--- src/rtl/led_pkg.sv ---
// Shared definitions for the LED matrix scanner: FSM state encoding and
// shift-word / row-index sizing helpers.
package led_pkg;

    typedef enum logic [2:0] {
        ST_IDLE,
        ST_LOAD,
        ST_DATA,
        ST_CLK,
        ST_LATCH,
        ST_DWELL
    } scan_state_t;

    function automatic int sr_bits(input int rows, input int cols);
        return rows + cols;
    endfunction

    function automatic int row_width(input int rows);
        return (rows > 1) ? $clog2(rows) : 1;
    endfunction

endpackage

--- src/rtl/act_stretch.sv ---
// Per-LED activity stretcher: a strobe reloads the hold count, each frame
// tick counts it down, and the LED is lit while the count is non-zero.
module act_stretch
    import led_pkg::*;
#(
    parameter int N           = 32,
    parameter int HOLD_FRAMES = 8
) (
    input  logic         clk,
    input  logic         rst_n,
    input  logic [N-1:0] act,
    input  logic         frame_tick,
    output logic [N-1:0] lit
);

    localparam logic [7:0] HOLD = 8'(HOLD_FRAMES);

    logic [7:0] hold_cnt [N];

    // A fresh strobe beats a simultaneous frame-tick decrement.
    always_ff @(posedge clk) begin
        for (int i = 0; i < N; i++) begin
            if (!rst_n) begin
                hold_cnt[i] <= 8'd0;
            end else if (act[i]) begin
                hold_cnt[i] <= HOLD;
            end else if (frame_tick && (hold_cnt[i] != 8'd0)) begin
                hold_cnt[i] <= hold_cnt[i] - 8'd1;
            end
        end
    end

    always_comb begin
        lit = '0;
        for (int i = 0; i < N; i++) begin
            lit[i] = (hold_cnt[i] != 8'd0);
        end
    end

endmodule

--- src/rtl/led_matrix_scanner.sv ---
// Multiplexed LED matrix scanner driving a 74HC595 chain with stretched
// activity indication; every FSM step happens on a prescaler tick.
//
// state | meaning
// IDLE  | after reset, wait for the first tick
// LOAD  | blank, snapshot current row into the shift word
// DATA  | sck low, present word MSB on ser
// CLK   | sck high, shift word, count bits
// LATCH | sck low, rck high
// DWELL | rck low, row displayed for DWELL ticks, then next row
module led_matrix_scanner
    import led_pkg::*;
#(
    parameter int ROWS           = 4,
    parameter int COLS           = 8,
    parameter int DIV_BITS       = 8,
    parameter int DWELL          = 16,
    parameter int HOLD_FRAMES    = 8,
    parameter int COL_ACTIVE_LOW = 1
) (
    input  logic                 clk,
    input  logic                 rst_n,
    input  logic [ROWS*COLS-1:0] act,
    output logic                 sck,
    output logic                 rck,
    output logic                 ser,
    output logic                 oe_n,
    output logic                 frame_tick
);

    localparam int SR_BITS = sr_bits(ROWS, COLS);
    localparam int RW      = row_width(ROWS);
    localparam int BW      = $clog2(SR_BITS);
    localparam int DWW     = (DWELL > 1) ? $clog2(DWELL) : 1;

    localparam logic [RW-1:0]  ROW_LAST   = RW'(ROWS - 1);
    localparam logic [BW-1:0]  BIT_FIRST  = BW'(SR_BITS - 1);
    localparam logic [DWW-1:0] DWELL_LAST = DWW'(DWELL - 1);

    scan_state_t          state;
    logic [DIV_BITS-1:0]  presc;
    logic                 tick;
    logic [RW-1:0]        row;
    logic [BW-1:0]        bitcnt;
    logic [DWW-1:0]       dwell_cnt;
    logic [SR_BITS-1:0]   word;
    logic [ROWS*COLS-1:0] lit;
    logic [COLS-1:0]      row_lit;
    logic [ROWS-1:0]      row_hot;
    logic [COLS-1:0]      col_bits;

    act_stretch #(
        .N           (ROWS*COLS),
        .HOLD_FRAMES (HOLD_FRAMES)
    ) u_stretch (
        .clk        (clk),
        .rst_n      (rst_n),
        .act        (act),
        .frame_tick (frame_tick),
        .lit        (lit)
    );

    assign tick = &presc;

    always_comb begin
        row_lit  = lit[int'(row)*COLS +: COLS];
        row_hot  = ROWS'(1) << row;
        col_bits = (COL_ACTIVE_LOW != 0) ? ~row_lit : row_lit;
    end

    always_ff @(posedge clk) begin
        if (!rst_n) begin
            state      <= ST_IDLE;
            presc      <= '0;
            sck        <= 1'b0;
            rck        <= 1'b0;
            ser        <= 1'b0;
            oe_n       <= 1'b1;
            frame_tick <= 1'b0;
            row        <= '0;
            bitcnt     <= '0;
            dwell_cnt  <= '0;
            word       <= '0;
        end else begin
            presc      <= presc + 1'b1;
            frame_tick <= 1'b0;
            if (tick) begin
                case (state)
                    ST_IDLE: state <= ST_LOAD;
                    ST_LOAD: begin
                        oe_n   <= 1'b1;
                        word   <= {row_hot, col_bits};
                        bitcnt <= BIT_FIRST;
                        state  <= ST_DATA;
                    end
                    ST_DATA: begin
                        sck   <= 1'b0;
                        ser   <= word[SR_BITS-1];
                        state <= ST_CLK;
                    end
                    ST_CLK: begin
                        sck  <= 1'b1;
                        word <= {word[SR_BITS-2:0], 1'b0};
                        if (bitcnt == '0) begin
                            state <= ST_LATCH;
                        end else begin
                            bitcnt <= bitcnt - 1'b1;
                            state  <= ST_DATA;
                        end
                    end
                    ST_LATCH: begin
                        sck       <= 1'b0;
                        rck       <= 1'b1;
                        dwell_cnt <= DWELL_LAST;
                        state     <= ST_DWELL;
                    end
                    ST_DWELL: begin
                        // oe_n stays low through the exit tick; LOAD re-blanks.
                        rck  <= 1'b0;
                        oe_n <= 1'b0;
                        if (dwell_cnt == '0) begin
                            state <= ST_LOAD;
                            if (row == ROW_LAST) begin
                                row        <= '0;
                                frame_tick <= 1'b1;
                            end else begin
                                row <= row + 1'b1;
                            end
                        end else begin
                            dwell_cnt <= dwell_cnt - 1'b1;
                        end
                    end
                    default: state <= ST_IDLE;
                endcase
            end
        end
    end

endmodule

--- config.mk ---
export PLATFORM = sky130hd
export DESIGN_NAME = led_matrix_scanner
export DESIGN_NICKNAME = d
export VERILOG_FILES = /design/src/rtl/led_pkg.sv /design/src/rtl/act_stretch.sv /design/src/rtl/led_matrix_scanner.sv
export SDC_FILE = /design/constraint.sdc
export NUM_CORES = 1
export LEC_CHECK = 0
export CAP_MARGIN = 20
export CORE_MARGIN = 4
export CORE_UTILIZATION = 40
export CTS_BUF_LIST = sky130_fd_sc_hd__clkbuf_8
export CTS_CLUSTER_SIZE = 28
export DETAILED_ROUTE_END_ITERATION = 8
export GPL_TIMING_DRIVEN = 0
export PLACE_DENSITY = 0.59
export SYNTH_ARGS = -nofsm -noshare
export SYNTH_HDL_FRONTEND = slang
export SYNTH_SLANG_ARGS = --single-unit
--- constraint.sdc ---
create_clock -name clk -period 2.8 [get_ports clk]
set_input_delay 0.84 -clock clk [delete_from_list [all_inputs] [get_ports clk]]
set_output_delay 0.84 -clock clk [all_outputs]
set_load 0.01 [all_outputs]
==> impl_metrics.ini, run 1 <==
[status]
status = finished, final reports clean

[synth]
synth_nets = 1665
post-synth-top-area-fraction = 0.4787
ys.warnings.count = 0
synthCells = 1562
synth.area.top_cells = edfxtp_1 (48%), nor2_1 (8.3%), ha_1 (5.4%)
synth_edf_count = 256
yosys.area_share.simple = 0.2156
synth_seq_cells = 294
synth.most_common_cell = nor2_1
synth-xor-area-share = 0.09654
synth_top_family_by_area = simple AND/OR/NAND/NOR gates
yosysUniqueCellTypes = 69
synthArstFlopShare = 0
synth_compound_gate_area_share = 0.06958
synthTopCellsByCount = nor2_1 (355), edfxtp_1 (256), xor2_1 (90)
synth_top_area_cell = edfxtp_1
synth.mux.area_fraction = 0.005688
ys_seq_area_frac = 0.5261
avgSynthCellArea_sq_um = 10.28
synth_fa_ha_area_frac = 0.05376
synth_top_flop_cell = edfxtp_1
netlist_area_sq_mm = 0.01606

[floorplan]
dieArea_sq_mm = 0.04341
io_pins = 39
fp-row-count = 73
start_util = 0.4042
die_height_microns = 208.4
core_sq_mm = 0.03973
die_w_microns = 208.4

[worst_setup_path]
path_cells = clkdlybuf4s50_1 > clkbuf_1 > clkbuf_1 > nand3b_1
r2r_slack_ns = 0.28
critPathMaxStageDelay_ns = 0.62
path_common_cell = clkbuf_1
required_ns = 3.03
arrival_ns = 2.90
start_kind = input port
slowest_stage = clkdlybuf4s50_1
end_kind = flip-flop
critPathKind = input port to flip-flop
cp_max_fo = 10

[finish]
area_delta_synth_final_pct = 12.63
nFillCells = 3783
drive_above_1_share = 0.05903
final_area_sq_mm = 0.01809
fin_cells = 2219
nets = 1758
seq_area_sq_mm = 0.008448
multi_input_area_sq_mm = 0.007111
antenna_cells = 0

[sta]
finalMaxSlewViolations = 0
setup_ws_ns = 0.1286
slew_headroom = 0.3481
fmax_mhz = 374.3
rsz0062_at_grt = no
hold_violations = 0
final-setup-viol-count = 0
post-route-period-util = 0.9541
whs_ns = 0.4690
skew_ns = 0.01537
tightest_slew_ns = 0.9779
period_minus_slack_ns = 2.671

[drt]
drtIter0Drc = 602
vias = 11520
postRouteAntennaNets = 0
drt-total-wl_microns = 35440
drc = 0
vias_per_cell = 5.192
dr.pass1.iters = 5
post_drt_wl_per_cell_microns = 15.97

[grt]
grt_usage = 0.1596
grt_first_pass_wirelength_microns = 57150
grt_pass1_vias = 11150
antenna_found_initial = 1
grt_overflow = 0
grt_max_degree = 20

[clocking]
cts.path.max_buffers = 3
clkTransAtPathRegs_ns = 0.06
cts_tree = done
root_buffer = clkbuf_8
clk_latency_ns = 0.60
cts_buffers = 53
cts-hold-fix-buffers = 0
cts_max_level = 2
clock_sinks = 294

[power]
peakVddDrop_v = 0.0003496
power.share.sequential = 0.528
pwr-share-comb = 0.096
leakage_nw = 6.905
intPower_mw = 7.228
pwr-share-clk = 0.376
power.density_mw_per_mm2 = 536.1
switching_power_mw = 2.468
power.share.switching = 0.2546

[placed_design]
dp_hpwl_microns = 24660
gp_congestion = 0.8260
portBuffers = 38
placed_cell_area_sq_mm = 0.01710
pre_cts_ws_ns = -1.123
numPlacedInstances = 2125

[hold_path]
holdCritPathClass = flip-flop to flip-flop

[run]
cap_violations = 0
-- final cells by class --
class                   instances  area share
clock inverters                36    0.007471
multi-input cells            1130      0.3932
clock buffers                  58     0.04414
inverters                      89     0.01868
plain buffers                  48     0.01100
well taps                     525     0.03632
repair buffers                 39     0.02214
flip-flops and latches        294      0.4671
-- final timing paths --
path                         startpoint                                 endpoint  cells past startpoint
setup reg to reg  frame_tick$_SDFF_PN0_  u_stretch.hold_cnt[0][84]$_SDFFCE_PN0P_                      4
setup / recovery                  rst_n  u_stretch.hold_cnt[0][56]$_SDFFCE_PN0P_                      4
hold / removal     word[4]$_SDFFE_PN0P_                     word[4]$_SDFFE_PN0P_                      2
hold reg to reg    word[4]$_SDFFE_PN0P_                     word[4]$_SDFFE_PN0P_                      2
-- state kept, by name (all words and copies together) (netlist names) --
signal / cells
row: 2
frame_tick: 1
dwell_cnt: 4
u_stretch.hold_cnt: 256
state: 3
presc: 8
sck: 1
rck: 1
ser: 1
bitcnt: 4
oe_n: 1
word: 12
-- worst max-delay path: cells and delay by family --
kind	cells	cell delay, ns
buffers and inverters	3	1.59
AND/OR/NAND/NOR	1	0.45
-- timing repair --
| item | CTS | global route |
|---|---|---|
| buffers inserted | 0 | 1 |
| gates resized for setup | 8 | 18 |
| gates cloned | 0 | 0 |
| setup endpoints to repair | 166 | 155 |
-- routing by layer --
layer  wire length, microns  GRT usage  up-vias  share of wire
li1                       -          -     5738              -
met1                  16610     0.2193     5481           0.47
met2                  16080     0.2528      233           0.45
met3                   1783    0.03016       69          0.050
met4                    969    0.05957        0          0.027
met5                      0          0        -              0
-- metrics by stage --
stage               TNS (ns)    util  power, mW
finish                     0  0.4552      9.696
global route               0  0.4552      10.17
CTS                   -8.763  0.4537      9.824
detailed placement   -230.89  0.4303      6.135
global placement     -227.32  0.4303      6.117
floorplan                  0       -      5.864
-- power by group through the flow --
stage	clock (mW)	sequential (mW)	combinational [mW]
after floorplan	0	5.16	0.703
after global placement	0	5.20	0.916
after detailed placement	0	5.21	0.925
after CTS	3.77	5.12	0.937
after global routing	3.98	5.15	1.05
final	3.64	5.12	0.933
-- cells by family after synthesis --
family | count (synthesis)
AO/OA/AOI/OAI | 160
XOR/XNOR | 177
adder cells (fa/ha/maj) | 69
buffers and inverters | 138
flip-flops | 294
multiplexers | 9
AND/OR/NAND/NOR | 715
-- cell usage in the layout, fill, tap and decap left out, drive strengths merged, types with 3 or more instances in the layout --
master	n
dfxtp	38
nand3b	16
ha	69
mux2i	8
a211o	14
and3	7
nand4	9
or3b	3
a31oi	15
clkbuf	96
o41ai	5
nor3	51
inv	121
a21oi	29
nand4b	4
o32ai	5
nor3b	11
nand3	39
or2	3
xnor2	87
nor2	355
o21ai	24
nand2b	19
o221ai	4
a211oi	10
o31ai	19
nor4b	3
nor4	34
o21a	14
clkinv	3
edfxtp	256
buf	10
nand2	82
clkdlybuf4s50	38
and2	3
or3	34
and4b	5
xor2	90
or4	25
or4b	5
No activity file was read; power rests on OpenSTA's default activity.
==> run 2, diff against run 1 <==
- CORE_ASPECT_RATIO: unset -> 1.75
- PLACE_DENSITY: 0.59 -> 0.61
- clock period: 2.8 -> 2.3 ns (I/O delays scaled with it)
==> run 2 against run 1 <==
  * Core utilization rose by 0.59 points
  * Count of clock-buffer cells in the layout fell by 3
  * Die area rose by 0.29%
  * Combinational power rose by 26%
  * Sequential cell count did not move
  * Design area rose by 0.45%
  * Highest routed layer unchanged
==> impl_metrics.ini, run 2 (synthesis gave the netlist of run 1 again) <==
[status]
status = finished, final reports clean

[clocking]
clkTransAtPathRegs_ns = 0.06
cts_max_level = 2
clock_sinks = 294
cts_buffers = 46
cts.path.max_buffers = 3
cts_tree = done
root_buffer = clkbuf_8
clk_latency_ns = 0.58

[finish]
nFillCells = 3749
area_delta_synth_final_pct = 13.14
largestRegisters = u_stretch.hold_cnt x256, word x12, presc x8
mostFrequentLayoutCells = nor2_1 (355), edfxtp_1 (256), inv_1 (98)
nets = 1759
final_area_sq_mm = 0.01817
final_common_cell = nor2_1
largest_reg_flops = 256
drive_above_1_share = 0.07820
regMostFlops = u_stretch.hold_cnt

[worst_setup_path]
critPathKind = flip-flop to flip-flop
critPathMaxStageDelay_ns = 0.64
slowest_stage = or4_1
required_ns = 2.61
path_cells = or4_1 > or3_1 > a211o_2
startpoint = u_stretch.hold_cnt[1][115]$_DFFE_PP_
end_kind = flip-flop
arrival_ns = 2.53
crit_family = simple AND/OR/NAND/NOR gates
start_kind = flip-flop
worst-path-buf-inv = 0
r2r_start = u_stretch.hold_cnt[1][115]$_DFFE_PP_
cp_max_fo = 8

[hold_path]
min_from = word[4]$_SDFFE_PN0P_
holdCritPathClass = flip-flop to flip-flop

[power]
pwr-share-clk = 0.369
power_mw = 11.76
peakVddDrop_v = 0.0004382
switching_power_mw = 2.958
pwr-share-comb = 0.100
power.density_mw_per_mm2 = 647.1
power.share.switching = 0.2516
power.share.sequential = 0.531
intPower_mw = 8.799
leakage_nw = 6.909

[sta]
period_minus_slack_ns = 2.214
hold_violations = 0
fmax_mhz = 451.7
tightest_slew_ns = 0.7664
skew_ns = 0.02056
post-route-period-util = 0.9624
slew_headroom = 0.4856
finalMaxSlewViolations = 0
final-setup-viol-count = 0
rsz0062_at_grt = yes

[floorplan]
dieArea_sq_mm = 0.04354
fp-row-count = 96
core_sq_mm = 0.03940
die_height_microns = 273.1
io_pins = 39
die_w_microns = 159.5
start_util = 0.4076

[drt]
post_drt_wl_per_cell_microns = 16.72
drt-total-wl_microns = 36460
drtIter0Drc = 511
vias_per_cell = 5.310
drc = 0
postRouteAntennaNets = 0
dr.pass1.iters = 5
vias = 11580

[placed_design]
gp_congestion = 0.8444
dp_hpwl_microns = 26390
portBuffers = 38
placed_cell_area_sq_mm = 0.01706

[grt]
grt_overflow = 0
antenna_found_initial = 2
grt_max_degree = 12
grt_first_pass_wirelength_microns = 59790
grt_usage = 0.1659
grt_pass1_vias = 11990

[run]
cap_violations = 0
[run 2: stage by stage]
stage	setup slack [ns]	hold slack [ns]	setup TNS, ns	instances	util
final	0.08638	0.4751	0	2180	0.4611
after global routing	-0.01733	0.4893	-0.01882	2179	0.4611
after CTS	0.01128	0.4732	0	2173	0.4580
after detailed placement	-1.439	0.4598	-409.74	2091	0.4330
after global placement	-1.328	0.4500	-392.07	2090	0.4328
after floorplan	0.1481	0.4375	0	1562	-
[run 2: final timing paths]
path | endpoint | slack (ns) | depth (start not counted)
setup / recovery | u_stretch.hold_cnt[1][115]$_DFFE_PP_ | 0.09 | 3
hold / removal | word[4]$_SDFFE_PN0P_ | 0.48 | 2
setup reg to reg | u_stretch.hold_cnt[1][115]$_DFFE_PP_ | 0.09 | 3
hold reg to reg | word[4]$_SDFFE_PN0P_ | 0.48 | 2
[run 2: routing by layer]
metal / wire (microns) / global-route usage
met5: 0 / 0
met4: 1102 / 0.06240
met3: 1191 / 0.02626
met2: 19820 / 0.3228
met1: 14340 / 0.1782
[run 2: repair_timing]
action	CTS	global route
hold buffers	0	0
setup buffers	5	6
pin swaps	4	6
setup endpoints to repair	474	193
gates resized for setup	29	23
[run 2: power by group through the flow]
stage	Sequential, mW	Clock (mW)	Combinational (mW)
2_1_floorplan	6.28	0	0.856
3_3_place_gp	6.33	0	1.13
3_5_place_dp	6.35	0	1.14
4_1_cts	6.23	4.51	1.17
5_1_grt	6.27	4.70	1.32
6_report	6.24	4.34	1.18
[run 2: area by class of cell]
| class | instances | area (sq um) | share of cell area |
|---|---|---|---|
| antenna | 2 | 5.005 | 0.0002755 |
| buffer | 45 | 198.9 | 0.01095 |
| clock buffer | 55 | 757.0 | 0.04167 |
| clock inverter | 25 | 125.1 | 0.006887 |
| inverter | 89 | 335.3 | 0.01846 |
| multi-input combinational | 1130 | 7213 | 0.3970 |
| sequential | 294 | 8448 | 0.4650 |
| tap | 490 | 613.1 | 0.03375 |
| timing repair buffer | 50 | 471.7 | 0.02596 |
[run 2: tightest hold or removal path, delay by kind of cell (launching register included)]
kind | cells | cell delay, ns
flip-flops | 1 | 0.31
AO/OA/AOI/OAI | 1 | 0.07
AND/OR/NAND/NOR | 1 | 0.05
==> run 3, diff against run 2 <==
- CELL_PAD_IN_SITES_DETAIL_PLACEMENT: unset -> 2
- CELL_PAD_IN_SITES_GLOBAL_PLACEMENT: unset -> 2
- CORE_UTILIZATION: 40 -> 39
- PLACE_DENSITY: 0.61 -> 0.82
==> run 3 against run 2 <==
  * Total power up 1.6%
  * Sequential share of layout area fell by 0.72 points
  * Die area up 2.5%
  * Core utilization fell by 0.92 points
  * Critical path depth did not move
  * Global-route usage rose by 3.7 points
  * Count of clock-buffer cells in the layout shrank 2
  * Design area rose by 1.6%
==> impl_metrics.ini, run 3 (synthesis gave the netlist of run 1 again) <==
[floorplan]
fp-row-count = 98
start_util = 0.3933
core_sq_mm = 0.04083
die_height_microns = 276.4
die_w_microns = 161.4
io_pins = 39
dieArea_sq_mm = 0.04461

[clocking]
cts_max_level = 2
clk_latency_ns = 0.58
clkTransAtPathRegs_ns = 0.06
cts_buffers = 47
cts.path.max_buffers = 3
cts_tree = done
root_buffer = clkbuf_8
clock_sinks = 294
cts-hold-fix-buffers = 0

[grt]
antenna_found_initial = 3
grt_overflow = 0
grt_usage = 0.2032
grt_first_pass_wirelength_microns = 73440
grt_pass1_vias = 13790
grt_max_degree = 12

[power]
pwr-share-clk = 0.368
power_mw = 11.94
power.share.sequential = 0.524
power.density_mw_per_mm2 = 647.3
leakage_nw = 7.060
power.share.switching = 0.2655
intPower_mw = 8.772
peakVddDrop_v = 0.0004575
pwr-share-comb = 0.108
switching_power_mw = 3.171

[drt]
drtIter0Drc = 452
dr.pass1.iters = 4
vias_per_cell = 5.360
drt-total-wl_microns = 45910
drc = 0
postRouteAntennaNets = 0
post_drt_wl_per_cell_microns = 20.35
vias = 12090

[worst_setup_path]
worst_r2r_path_depth = 3
required_ns = 2.61
start_kind = flip-flop
r2r_start = u_stretch.hold_cnt[1][12]$_SDFFCE_PN0P_
r2r_end = u_stretch.hold_cnt[1][14]$_SDFFCE_PN0P_
end_kind = flip-flop
r2r_slack_ns = 0.05
cp_max_fo = 8
arrival_ns = 2.56
critPathKind = flip-flop to flip-flop

[hold_path]
whs_path_depth = 1
min_from = presc[0]$_SDFF_PN0_
holdCritPathClass = flip-flop to flip-flop
min_to = presc[0]$_SDFF_PN0_

[sta]
slew_headroom = 0.4562
finalMaxSlewViolations = 0
skew_ns = 0.01727
hold_violations = 0
period_minus_slack_ns = 2.248
post-route-period-util = 0.9776
rsz0062_at_grt = yes
tightest_slew_ns = 0.8047
fmax_mhz = 444.8
setup_ws_ns = 0.05159
final-setup-viol-count = 0

[finish]
largestRegisters = u_stretch.hold_cnt x256, word x12, presc x8
drive_above_1_share = 0.09043
area_delta_synth_final_pct = 14.91
nets = 1768
seq_area_sq_mm = 0.008448
final_common_cell = nor2_1
largest_reg_flops = 256
regMostFlops = u_stretch.hold_cnt
mostFrequentLayoutCells = nor2_1 (355), edfxtp_1 (256), inv_1 (111)
nFillCells = 4308
multi_input_area_sq_mm = 0.007321

[run]
cap_violations = 0

[placed_design]
gp_congestion = 0.8072
dp_hpwl_microns = 33440
portBuffers = 38
pre_cts_ws_ns = -1.438

[status]
status = finished, final reports clean
-- run 3: cell count changes in the layout (fill, tap and decap cells not counted), sizes merged --
| cell | previous run | this run |
|---|---|---|
| clkinv | 15 | 11 |
| dlymetal6s2s | 1 | 2 |
| dlygate4sd2 | 1 | 0 |
| inv | 98 | 111 |
| diode | 2 | 3 |
| clkbuf | 90 | 83 |
| buf | 22 | 35 |
-- run 3: metal layers --
metal  part of all wire  vias to the layer above  GRT usage
met5                  0                        -          0
met4              0.020                        0    0.05933
met3              0.031                       61    0.03207
met2               0.59                      141     0.4137
met1               0.36                     6146     0.2069
li1                   -                     5744          -
-- run 3: final cells by class --
class / count / area share
timing repair buffer: 62 / 0.03106
sequential: 294 / 0.4579
multi-input combinational: 1130 / 0.3968
antenna: 3 / 0.0004069
buffer: 41 / 0.01004
clock inverter: 34 / 0.008680
inverter: 89 / 0.01838
clock buffer: 53 / 0.03953
tap: 550 / 0.03730
-- run 3: worst max path at each step --
stage	slack, ns	cells past startpoint	startpoint	to
6_report	0.05	3	u_stretch.hold_cnt[1][12]$_SDFFCE_PN0P_	u_stretch.hold_cnt[1][14]$_SDFFCE_PN0P_
5_1_grt	-0.08	5	u_stretch.hold_cnt[0][108]$_SDFFCE_PN0P_	u_stretch.hold_cnt[0][108]$_SDFFCE_PN0P_
4_1_cts	0.002	3	u_stretch.hold_cnt[1][115]$_DFFE_PP_	u_stretch.hold_cnt[1][115]$_DFFE_PP_
3_5_place_dp	-1.44	7	rst_n	u_stretch.hold_cnt[0][42]$_SDFFCE_PN0P_
3_3_place_gp	-1.37	7	rst_n	u_stretch.hold_cnt[0][47]$_SDFFCE_PN0P_
2_1_floorplan	0.15	5	u_stretch.hold_cnt[1][104]$_SDFFCE_PN0P_	u_stretch.hold_cnt[1][104]$_SDFFCE_PN0P_
-- run 3: worst max-delay path: stages, from the launching register on --
cell	delay, ns
edfxtp_1	0.43
or4_4	0.58
or4b_4	0.56
a211o_4	0.42
-- run 3: stage by stage --
stage / cell area [sq um] / setup TNS [ns] / instances / util / hold slack (ns)
after floorplan: 16060 / 0 / 1562 / - / 0.4375
after global placement: 17130 / -419.90 / 2150 / 0.4194 / 0.4553
after detailed placement: 17160 / -424.09 / 2154 / 0.4204 / 0.4614
after CTS: 18250 / 0 / 2244 / 0.4469 / 0.4765
after global routing: 18450 / -0.7052 / 2254 / 0.4518 / 0.5077
final: 18450 / 0 / 2256 / 0.4519 / 0.4750
-- run 3: timing repair --
action,4_1_cts,5_1_grt
gates resized for setup,42,28
cloned,0,0
setup endpoints to repair,487,201
buffers inserted,7,13
pin swaps,5,9
-- run 3: power groups by stage --
| stage | registers [mW] | clock network (mW) | logic [mW] |
|---|---|---|---|
| 4_1_cts | 6.25 | 4.54 | 1.27 |
| 2_1_floorplan | 6.28 | 0 | 0.856 |
| 6_report | 6.26 | 4.40 | 1.29 |
| 3_3_place_gp | 6.34 | 0 | 1.15 |
| 5_1_grt | 6.29 | 4.74 | 1.43 |
| 3_5_place_dp | 6.36 | 0 | 1.22 |
